**config.mk**
```make
export PLATFORM = sky130hd
export DESIGN_NAME = area_stats
export DESIGN_NICKNAME = d
export VERILOG_FILES = /design/src/rtl/area_stats_pkg.sv /design/src/rtl/area_cnt_ch.sv /design/src/rtl/area_stats.sv
export SDC_FILE = /design/constraint.sdc
export NUM_CORES = 1
export LEC_CHECK = 0
export BUFFER_PORTS_ARGS = -buffer_cell sky130_fd_sc_hd__buf_2
export CAP_MARGIN = 20
export CELL_PAD_IN_SITES_DETAIL_PLACEMENT = 1
export CELL_PAD_IN_SITES_GLOBAL_PLACEMENT = 2
export CORE_MARGIN = 2
export CORE_UTILIZATION = 38
export DETAILED_ROUTE_END_ITERATION = 12
export GPL_TIMING_DRIVEN = 1
export PLACE_DENSITY = 0.83
export SETUP_SLACK_MARGIN = 0.15
export SLEW_MARGIN = 20
export SYNTH_ARGS = -nofsm -noshare
export SYNTH_HDL_FRONTEND = slang
export SYNTH_SLANG_ARGS = --single-unit
```
**constraint.sdc**
```tcl
create_clock -name pixelclk -period 4.5 [get_ports pixelclk]
set_input_delay 0.9 -clock pixelclk [delete_from_list [all_inputs] [get_ports pixelclk]]
set_output_delay 0.9 -clock pixelclk [all_outputs]
set_load 0.1 [all_outputs]
```
**src/rtl/area_stats_pkg.sv**
```systemverilog
// rtl/area_stats_pkg.sv - shared widths, polarity and FSM state type for area_stats
package area_stats_pkg;

    localparam int   DEF_NCH   = 4;
    localparam int   DEF_CNT_W = 24;
    localparam int   DEF_X_W   = 12;
    localparam int   DEF_Y_W   = 12;
    localparam logic DEF_POL   = 1'b0;

    typedef enum logic {
        ST_IDLE = 1'b0,
        ST_SCAN = 1'b1
    } scan_state_t;

    // Index width for NCH channels, never narrower than one bit.
    function automatic int best_w(input int n);
        return (n <= 2) ? 1 : $clog2(n);
    endfunction

endpackage

```
**src/rtl/area_cnt_ch.sv**
```systemverilog
// rtl/area_cnt_ch.sv - one channel's saturating area accumulator with sticky sat flag
module area_cnt_ch
    import area_stats_pkg::*;
#(
    parameter int CNT_W = DEF_CNT_W
) (
    input  logic             pixelclk,
    input  logic             rst_n,
    input  logic             i_inc,
    input  logic             i_clr,
    output logic [CNT_W-1:0] o_cnt,
    output logic             o_sat
);

    localparam logic [CNT_W-1:0] CNT_MAX = '1;

    logic [CNT_W-1:0] r_cnt;
    logic             r_sat;
    logic             w_at_max;

    // Outputs include this cycle's increment so a frame close can latch it.
    assign w_at_max = (r_cnt == CNT_MAX);
    assign o_cnt    = (i_inc && !w_at_max) ? r_cnt + 1'b1 : r_cnt;
    assign o_sat    = r_sat | (i_inc & w_at_max);

    always_ff @(posedge pixelclk or negedge rst_n) begin
        if (!rst_n) begin
            r_cnt <= '0;
            r_sat <= 1'b0;
        end else if (i_clr) begin
            r_cnt <= '0;
            r_sat <= 1'b0;
        end else begin
            r_cnt <= o_cnt;
            r_sat <= o_sat;
        end
    end

endmodule

```
**src/rtl/area_stats.sv**
```systemverilog
// rtl/area_stats.sv - per-frame multi-channel ROI area counter with latched results and argmax
module area_stats
    import area_stats_pkg::*;
#(
    parameter int   NCH   = DEF_NCH,
    parameter int   CNT_W = DEF_CNT_W,
    parameter int   X_W   = DEF_X_W,
    parameter int   Y_W   = DEF_Y_W,
    parameter logic POL   = DEF_POL
) (
    input  logic                      pixelclk,
    input  logic                      rst_n,
    input  logic                      en,
    input  logic [NCH-1:0]            i_mask,
    input  logic                      i_hs,
    input  logic                      i_vs,
    input  logic                      i_de,
    input  logic [X_W-1:0]            roi_x0,
    input  logic [X_W-1:0]            roi_x1,
    input  logic [Y_W-1:0]            roi_y0,
    input  logic [Y_W-1:0]            roi_y1,
    output logic [NCH*CNT_W-1:0]      o_area,
    output logic [NCH-1:0]            o_sat,
    output logic                      o_valid,
    output logic [best_w(NCH)-1:0]    o_best,
    output logic                      o_best_valid
);

    localparam int BW = best_w(NCH);

    logic             r_vs, r_de;
    logic [X_W-1:0]   r_x, r_x0, r_x1;
    logic [Y_W-1:0]   r_y, r_y0, r_y1;
    logic             w_vs_fall, w_de_fall, w_in_roi, w_qual;
    logic             w_unused_hs;

    logic [NCH-1:0]       w_inc;
    logic [NCH*CNT_W-1:0] w_cnt;
    logic [NCH-1:0]       w_sat;

    logic [NCH*CNT_W-1:0] r_area;
    logic [NCH-1:0]       r_sat;
    logic                 r_valid;

    scan_state_t      r_state, w_state_nxt;
    logic [BW-1:0]    r_idx, w_idx_nxt, w_idx, w_sel;
    logic [BW-1:0]    r_run, w_run_nxt, r_best, w_best_nxt;
    logic [CNT_W-1:0] r_max, w_max_nxt, w_cur;
    logic             r_best_valid, w_best_valid_nxt, w_take, w_step;

    assign w_unused_hs = i_hs;
    assign w_vs_fall   = r_vs & ~i_vs;
    assign w_de_fall   = r_de & ~i_de;
    assign w_in_roi    = (r_x >= r_x0) && (r_x <= r_x1) && (r_y >= r_y0) && (r_y <= r_y1);
    assign w_qual      = en & i_de & w_in_roi;

    // Coordinates of the pixel presented this cycle, plus the ROI shadow for the running frame.
    always_ff @(posedge pixelclk or negedge rst_n) begin
        if (!rst_n) begin
            r_vs <= 1'b0;
            r_de <= 1'b0;
            r_x  <= '0;
            r_y  <= '0;
            r_x0 <= '0;
            r_x1 <= '1;
            r_y0 <= '0;
            r_y1 <= '1;
        end else begin
            r_vs <= i_vs;
            r_de <= i_de;
            r_x  <= i_de ? r_x + 1'b1 : '0;
            if (w_vs_fall) begin
                r_y  <= '0;
                r_x0 <= roi_x0;
                r_x1 <= roi_x1;
                r_y0 <= roi_y0;
                r_y1 <= roi_y1;
            end else if (w_de_fall) begin
                r_y <= r_y + 1'b1;
            end
        end
    end

    for (genvar k = 0; k < NCH; k++) begin : g_ch
        assign w_inc[k] = w_qual & (i_mask[k] == POL);
        area_cnt_ch #(.CNT_W(CNT_W)) u_cnt (
            .pixelclk (pixelclk),
            .rst_n    (rst_n),
            .i_inc    (w_inc[k]),
            .i_clr    (w_vs_fall),
            .o_cnt    (w_cnt[k*CNT_W +: CNT_W]),
            .o_sat    (w_sat[k])
        );
    end

    always_ff @(posedge pixelclk or negedge rst_n) begin
        if (!rst_n) begin
            r_area  <= '0;
            r_sat   <= '0;
            r_valid <= 1'b0;
        end else begin
            r_valid <= w_vs_fall;
            if (w_vs_fall) begin
                r_area <= w_cnt;
                r_sat  <= w_sat;
            end
        end
    end

    // The o_valid cycle itself evaluates channel 0, so the result lands NCH cycles later.
    assign w_step = r_valid | (r_state == ST_SCAN);
    assign w_idx  = r_valid ? '0 : r_idx;
    assign w_cur  = r_area[w_idx*CNT_W +: CNT_W];
    assign w_take = (w_idx == '0) || (w_cur > r_max);
    assign w_sel  = w_take ? w_idx : r_run;

    always_comb begin
        w_state_nxt      = r_state;
        w_idx_nxt        = r_idx;
        w_max_nxt        = r_max;
        w_run_nxt        = r_run;
        w_best_nxt       = r_best;
        w_best_valid_nxt = 1'b0;
        if (w_step) begin
            if (w_take) begin
                w_max_nxt = w_cur;
            end
            w_run_nxt = w_sel;
            if (w_idx == BW'(NCH - 1)) begin
                w_best_nxt       = w_sel;
                w_best_valid_nxt = 1'b1;
                w_state_nxt      = ST_IDLE;
            end else begin
                w_idx_nxt   = w_idx + 1'b1;
                w_state_nxt = ST_SCAN;
            end
        end
    end

    always_ff @(posedge pixelclk or negedge rst_n) begin
        if (!rst_n) begin
            r_state      <= ST_IDLE;
            r_idx        <= '0;
            r_max        <= '0;
            r_run        <= '0;
            r_best       <= '0;
            r_best_valid <= 1'b0;
        end else begin
            r_state      <= w_state_nxt;
            r_idx        <= w_idx_nxt;
            r_max        <= w_max_nxt;
            r_run        <= w_run_nxt;
            r_best       <= w_best_nxt;
            r_best_valid <= w_best_valid_nxt;
        end
    end

    assign o_area       = r_area;
    assign o_sat        = r_sat;
    assign o_valid      = r_valid;
    assign o_best       = r_best;
    assign o_best_valid = r_best_valid;

endmodule

```
Yosys cells after proc, flatten, opt, wreduce, memory -nomap -nowiden

Index checks and enable logic that the tools add are counted.

Register bits: 307
Bits in latches: 0
Bits in writable memories: 0
ROM bits: 0
Input port bits: 58
Output and inout bits: 104
Logic and storage cells: 105
Memories kept: 0

Add/sub/neg operators: 7
$mul: 1
Divide/modulo/power cells: 0
Magnitude comparators: 5
Equality and inequality tests: 5
Shift-type cells: 1
Muxes and demuxes: 20
Bitwise logic cells: 24
Reductions and logical operators: 17

Operator list:

| operator                                                            | number |
|---|---|
| 24-bit 2-to-1 mux                                                   | 8 |
| 24-bit by 1-bit adder with 24-bit output (second input constant)    | 4 |
| 24-bit == test (second input constant)                              | 4 |
| 96-bit by 8-bit indexed part select with 24-bit output              | 1 |
| 12-bit 2-to-1 mux                                                   | 3 |
| 12-bit by 1-bit adder with 12-bit output (second input constant)    | 2 |
| 12-bit >= comparator                                                | 2 |
| 24-bit greater-than comparator                                      | 1 |
| 12-bit less-or-equal comparator                                     | 2 |
| 1-bit AND                                                           | 12 |
| 1-bit logical AND                                                   | 7 |
| 1-bit 2-to-1 mux                                                    | 7 |
| 1-bit inverter                                                      | 7 |
| 2-bit AND reduction                                                 | 3 |
| 1-bit bitwise OR                                                    | 5 |
| 1-bit logical NOT                                                   | 4 |
| 2-bit by 2-bit multiplier with 4-bit output (second input constant) | 1 |
| 2-bit 2-to-1 mux                                                    | 2 |
| 2-bit by 1-bit adder with 2-bit output (second input constant)      | 1 |
| 2-bit == test (second input constant)                               | 1 |
| 2-bit logical NOT                                                   | 1 |
| 2-bit nonzero test                                                  | 1 |
| 1-bit logical OR                                                    | 1 |

Depth between registers and ports, before layout

Depth in word-level cells: 9
Gate-level depth with buffers: 16
Mapped depth without buffers: 13

Cells and area by module

A second synthesis with hierarchy kept.

Cells, all modules: 1,573
Area total of the unflattened synthesis: 16,485.8 µm²

Modules (own cells, without submodules):

| module      | instances | cells an instance | area each (µm²) | seq. area each (µm²) |
|---|---|---|---|---|
| area_stats  | 1         | 945               | 10,520.1        | 5,210.0 |
| area_cnt_ch | 4         | 157               | 1,491.4         | 625.6 |

Least setup slack after synthesis

No wires, ideal clock.

Path type: reg2reg
Start point: reg r_valid (netlist: o_valid)
End point: reg r_max[10]
Setup time: 0.125 ns
Arrival time: 3.785 ns
Required time: 4.375 ns
Setup slack: 0.590 ns
Cell stages (with the launch flop): 15
Buffers on the path: 3
Clock period less this slack: 3.910 ns
Path through: dfrtp_1 -> nor2b_1 -> clkbuf_1 -> clkinv_1 -> clkbuf_1 -> nand2_1 -> a31oi_1 -> ha_1 -> nand4_1 -> nor4_1 -> o31a_1 -> o21ai_1 -> a21oi_2 -> buf_2 -> mux2_2

Longest elaborated chain between the ends: 6
Elaborated cells between the ends (all ways): 8
Those cells by class: 1 x mul; 1 x order compare; 1 x shift; 1 x mux; 1 x bitwise; 3 x reduce/logical

RTL lines:

| what                                                   | line              | text |
|---|---|---|
| from (decl)                                            | area_stats.sv:43  | `logic r_valid;` |
| from (signal assigned)                                 | area_stats.sv:102 | `r_valid <= w_vs_fall;` |
| 2-bit 2-to-1 mux                                       | area_stats.sv:112 | `assign w_idx = r_valid ? '0 : r_idx;` |
| 2-bit by 2-bit multiplier with 4-bit output            | area_stats.sv:113 | `assign w_cur = r_area[w_idx*CNT_W +: CNT_W];` |
| 96-bit by 8-bit indexed part select with 24-bit output | area_stats.sv:113 |  |
| net w_cur[21]                                          | area_stats.sv:48  | `logic [CNT_W-1:0] r_max, w_max_nxt, w_cur;` |
| 24-bit greater-than comparator                         | area_stats.sv:114 | `assign w_take = (w_idx == '0) \|\| (w_cur > r_max);` |
| 1-bit logical OR                                       | area_stats.sv:114 |  |
| 2-bit AND reduction (no source line)                   | -                 |  |
| to (signal assigned)                                   | area_stats.sv:151 | `r_max <= w_max_nxt;` |
| to (decl)                                              | area_stats.sv:48  |  |

The timed path passes the listed nets, and every way through them passes these cells.
A chain may end at the register's enable or synchronous reset.

Worst setup path after layout

Start point: reg r_valid (netlist: o_valid)
End point: reg r_max[23]

The elaborated chain is that of the path after synthesis.

==> run summary <==
Global routing
* **global-route wire length before repair** 80.15 mm
* **sum of overflow across all layers after global routing** 0
* **maximum number of pins on one net before global-route repair** 181
* **GRT Total Usage** 0.2291
* **initial antenna violation count** 1
* **vias in the first global route** 14241

Cells and area
* **Core Util, Final** 0.4470
* **count of fill cells added during filler insertion** 4825
* **fraction of final layout cells with drive strength greater than 1** 0.1740
* **most common cell after layout, fill and taps aside** sky130_fd_sc_hd__dfrtp_1
* **number of cells in the finished layout apart from fillers** 2418
* **Layout area overhead** 15.62%
* **diode insertion count for antenna repair** 0
* **most frequent cells in the layout** sky130_fd_sc_hd__dfrtp_1 (283), sky130_fd_sc_hd__nand2_1 (163), sky130_fd_sc_hd__buf_2 (159)
* **Post-Layout Inst Area** 0.01879 mm²
* **nets@finish** 1992

Yosys
* **sequential share of the synthesized area** 0.4745
* **cell count after synthesis** 1723
* **Synth warnings** 0
* **synthesized netlist net count** 1861
* **Post-Synthesis Cell Area** 0.01625 mm²
* **most instantiated flip-flop cell in the synthesis netlist** sky130_fd_sc_hd__dfrtp_1
* **post-synth cell types** 68
* **total of flip-flops plus latches after synthesis** 307
* **proportion of synthesized flip-flops having asynchronous set or reset** 1.000
* **per-instance average area after synthesis** 9.433 µm²
* **number of flops mapped to enable cells by yosys** 0

STA
* **Clock Skews** 19.40 ps
* **RSZ-0062 raised after global routing** false
* **max-slew violation count** 0
* **min setup slack post-route** 621.3 ps
* **final setup violation count** 0
* **Fin Setup TNS** 0 ps
* **final cycle utilization of the critical path** 0.8619
* **Worst-Margin Slew** 959.7 ps
* **achievable frequency** 257.8 MHz
* **count of final hold-check violations** 0
* **worst slew slack as a fraction of its limit** 0.3602
* **Final min period** 3879 ps
* **hold slack** 410.7 ps

Detailed routing
* **number of nets with antenna violations after detailed routing** 0
* **DRC marker count from the first detailed-route iteration** 778
* **routed wire length** 50.21 mm
* **mean routed wirelength per cell** 20.77 µm
* **post-route DRC violation count** 0
* **DR vias/cell** 5.649
* **count of vias placed by the detailed router** 13659
* **first-pass iteration count of the detailed router** 4

Setup path
* **maximum fanout along the worst path** 35
* **CP cell instances** nor2b_1, inv_2, a211oi_1, a31oi_1, ha_1, nand4_1, nor4_1, o31a_1, o21ai_1, a21oi_2, buf_4, mux2_2
* **Worst R2R End** r_max[23]$_DFFE_PN0P_
* **family with the most delay on the worst path** compound AO/OA/AOI/OAI gates
* **Worst path slowest cell** sky130_fd_sc_hd__nor4_1
* **CP bufs+invs** 2
* **R2R Setup Slk** 620 ps
* **category of the critical setup timing path** reg2reg
* **critical path data arrival time** 4320 ps
* **critical path launch point type** flop
* **WP data required** 4940 ps
* **Worst Reg2Reg Path Length in Cells** 12
* **element type at the critical path end** flop
* **Slowest Stage Delay on Critical Path** 460 ps
* **launch instance of the worst register-to-register path** o_valid$_DFF_PN0_

Clock network
* **clk buf depth** 3
* **clock insertion delay at the later pin of the skew report** 560 ps
* **H-tree levels** 2
* **Post CTS Setup Buffer Count** 0
* **clock-pin transition on the worst setup and hold timing paths** 60 ps
* **Post-CTS Resized** 0
* **clock tree from TritonCTS** yes
* **number of hold buffers added after cts** 0
* **clock sink count** 307
* **number of buffers created by CTS** 39
* **cell at the root of the clock tree** sky130_fd_sc_hd__clkbuf_16

Floorplan
* **number of top-level design ports** 162
* **Die Wd** 210.8 µm
* **# rows** 75
* **height of the die** 210.8 µm
* **Total Die Area** 0.04444 mm²
* **Std-Cell Core Area** 0.04204 mm²
* **starting density of the core** 0.3866

Place
* **final RePlAce weighted congestion** 0.8354
* **count of buffers from port buffering** 160
* **dpl cells** 2352
* **HPWL after DPL** 35.64 mm
* **Placed Instance Area** 0.01761 mm²
* **setup slack at placement** 608.8 ps

Power
* **power density of the placed cells** 494.9 mW/mm²
* **static leakage power** 8.214 nW
* **maximum VDD drop** 0.2750 mV
* **overall power** 9.300 mW

Worst hold path
* **type of the worst min-delay path** in2async

Outcome
* **status** completed

Job
* **number of max-capacitance violations reported** 0

-- cells by family (layout without fill, tap and decap cells) --
family | after synthesis | count (layout) | share of synthesized area
AO/OA/AOI/OAI | 464 | 464 | 0.1817
XOR/XNOR | 15 | 15 | 0.008083
adder cells (fa/ha/maj) | 80 | 80 | 0.06159
buffers and inverters | 196 | 352 | 0.04765
flip-flops | 307 | 307 | 0.4745
multiplexers | 31 | 31 | 0.02117
AND/OR/NAND/NOR | 630 | 630 | 0.2053
-- flip-flops by register name, indices dropped and copies added, names as in the netlist --
register and flops:
g_ch.u_cnt.r_sat 4, r_de 1, o_area 96, r_x 12, o_best_valid 1, r_x0 12, r_vs 1, g_ch.u_cnt.r_cnt 96
o_valid 1, r_idx 2, r_y1 12, o_sat 4, r_max 24, r_run 2, r_x1 12, r_y0 12
r_state 1, o_best 2, r_y 12
-- worst max path at each step --
stage | start | end | slack [ps] | cells after the start
4_1_cts | o_valid$_DFF_PN0_ | r_max[23]$_DFFE_PN0P_ | 570 | 12
6_report | o_valid$_DFF_PN0_ | r_max[23]$_DFFE_PN0P_ | 620 | 12
2_1_floorplan | o_valid$_DFF_PN0_ | r_max[10]$_DFFE_PN0P_ | 590 | 14
3_3_place_gp | o_valid$_DFF_PN0_ | r_max[13]$_DFFE_PN0P_ | 700 | 12
3_5_place_dp | o_valid$_DFF_PN0_ | r_max[21]$_DFFE_PN0P_ | 610 | 12
5_1_grt | o_valid$_DFF_PN0_ | r_max[21]$_DFFE_PN0P_ | 410 | 12
-- worst register-to-register path: stages (launching register included) --
cell,delay [ps]
sky130_fd_sc_hd__dfrtp_1,450
sky130_fd_sc_hd__nor2b_1,260
sky130_fd_sc_hd__inv_2,310
sky130_fd_sc_hd__a211oi_1,450
sky130_fd_sc_hd__a31oi_1,110
sky130_fd_sc_hd__ha_1,330
sky130_fd_sc_hd__nand4_1,220
sky130_fd_sc_hd__nor4_1,470
sky130_fd_sc_hd__o31a_1,220
sky130_fd_sc_hd__o21ai_1,100
sky130_fd_sc_hd__a21oi_2,180
sky130_fd_sc_hd__buf_4,300
sky130_fd_sc_hd__mux2_2,380
-- where the power goes --
part | internal (mW) | total (mW) | leakage [nW] | switching (mW)
Combinational | 0.928 | 2.98 | 3.72 | 2.06
Clock | 1.74 | 2.97 | 0.580 | 1.23
Sequential | 3.10 | 3.35 | 3.92 | 0.250
-- layout make-up --
class,instances,area (µm²),share of cell area
Multi-Input combinational cell,1220,7769,0.4134
Sequential cell,307,7712,0.4104
Clock buffer,60,1145,0.06092
Timing Repair Buffer,187,1076,0.05726
Tap cell,539,674.4,0.03589
Inverter,99,379.1,0.02017
Clock inverter,6,36.28,0.001931
-- layer usage --
layer | wire length (µm) | up-vias | GRT usage
li1 | - | 6550 | -
met1 | 22870 | 6775 | 0.3024
met2 | 23570 | 249 | 0.3812
met3 | 2055 | 83 | 0.03405
met4 | 1710 | 2 | 0.08718
met5 | 8 | - | 0
-- synthesized netlist by cell type, drive strengths merged, types with 18 or more instances --
cell      n  share of area
dfrtp   283           0.44
nand2   164          0.038
nor2    130          0.030
a21oi   120          0.037
a31oi   119          0.046
o21ai   114          0.035
inv      98          0.023
ha       80          0.062
clkbuf   75          0.017
or3      62          0.024
nand3    60          0.019
nand4    45          0.019
nor2b    32          0.012
or4      29          0.015
a211oi   27          0.012
mux2     27          0.019
o31ai    26          0.014
dfstp    24          0.039
buf      22         0.0075
nand4b   20          0.011
nor3     19         0.0062
o41ai    18          0.018
No activity file was read; power rests on OpenSTA's default activity.
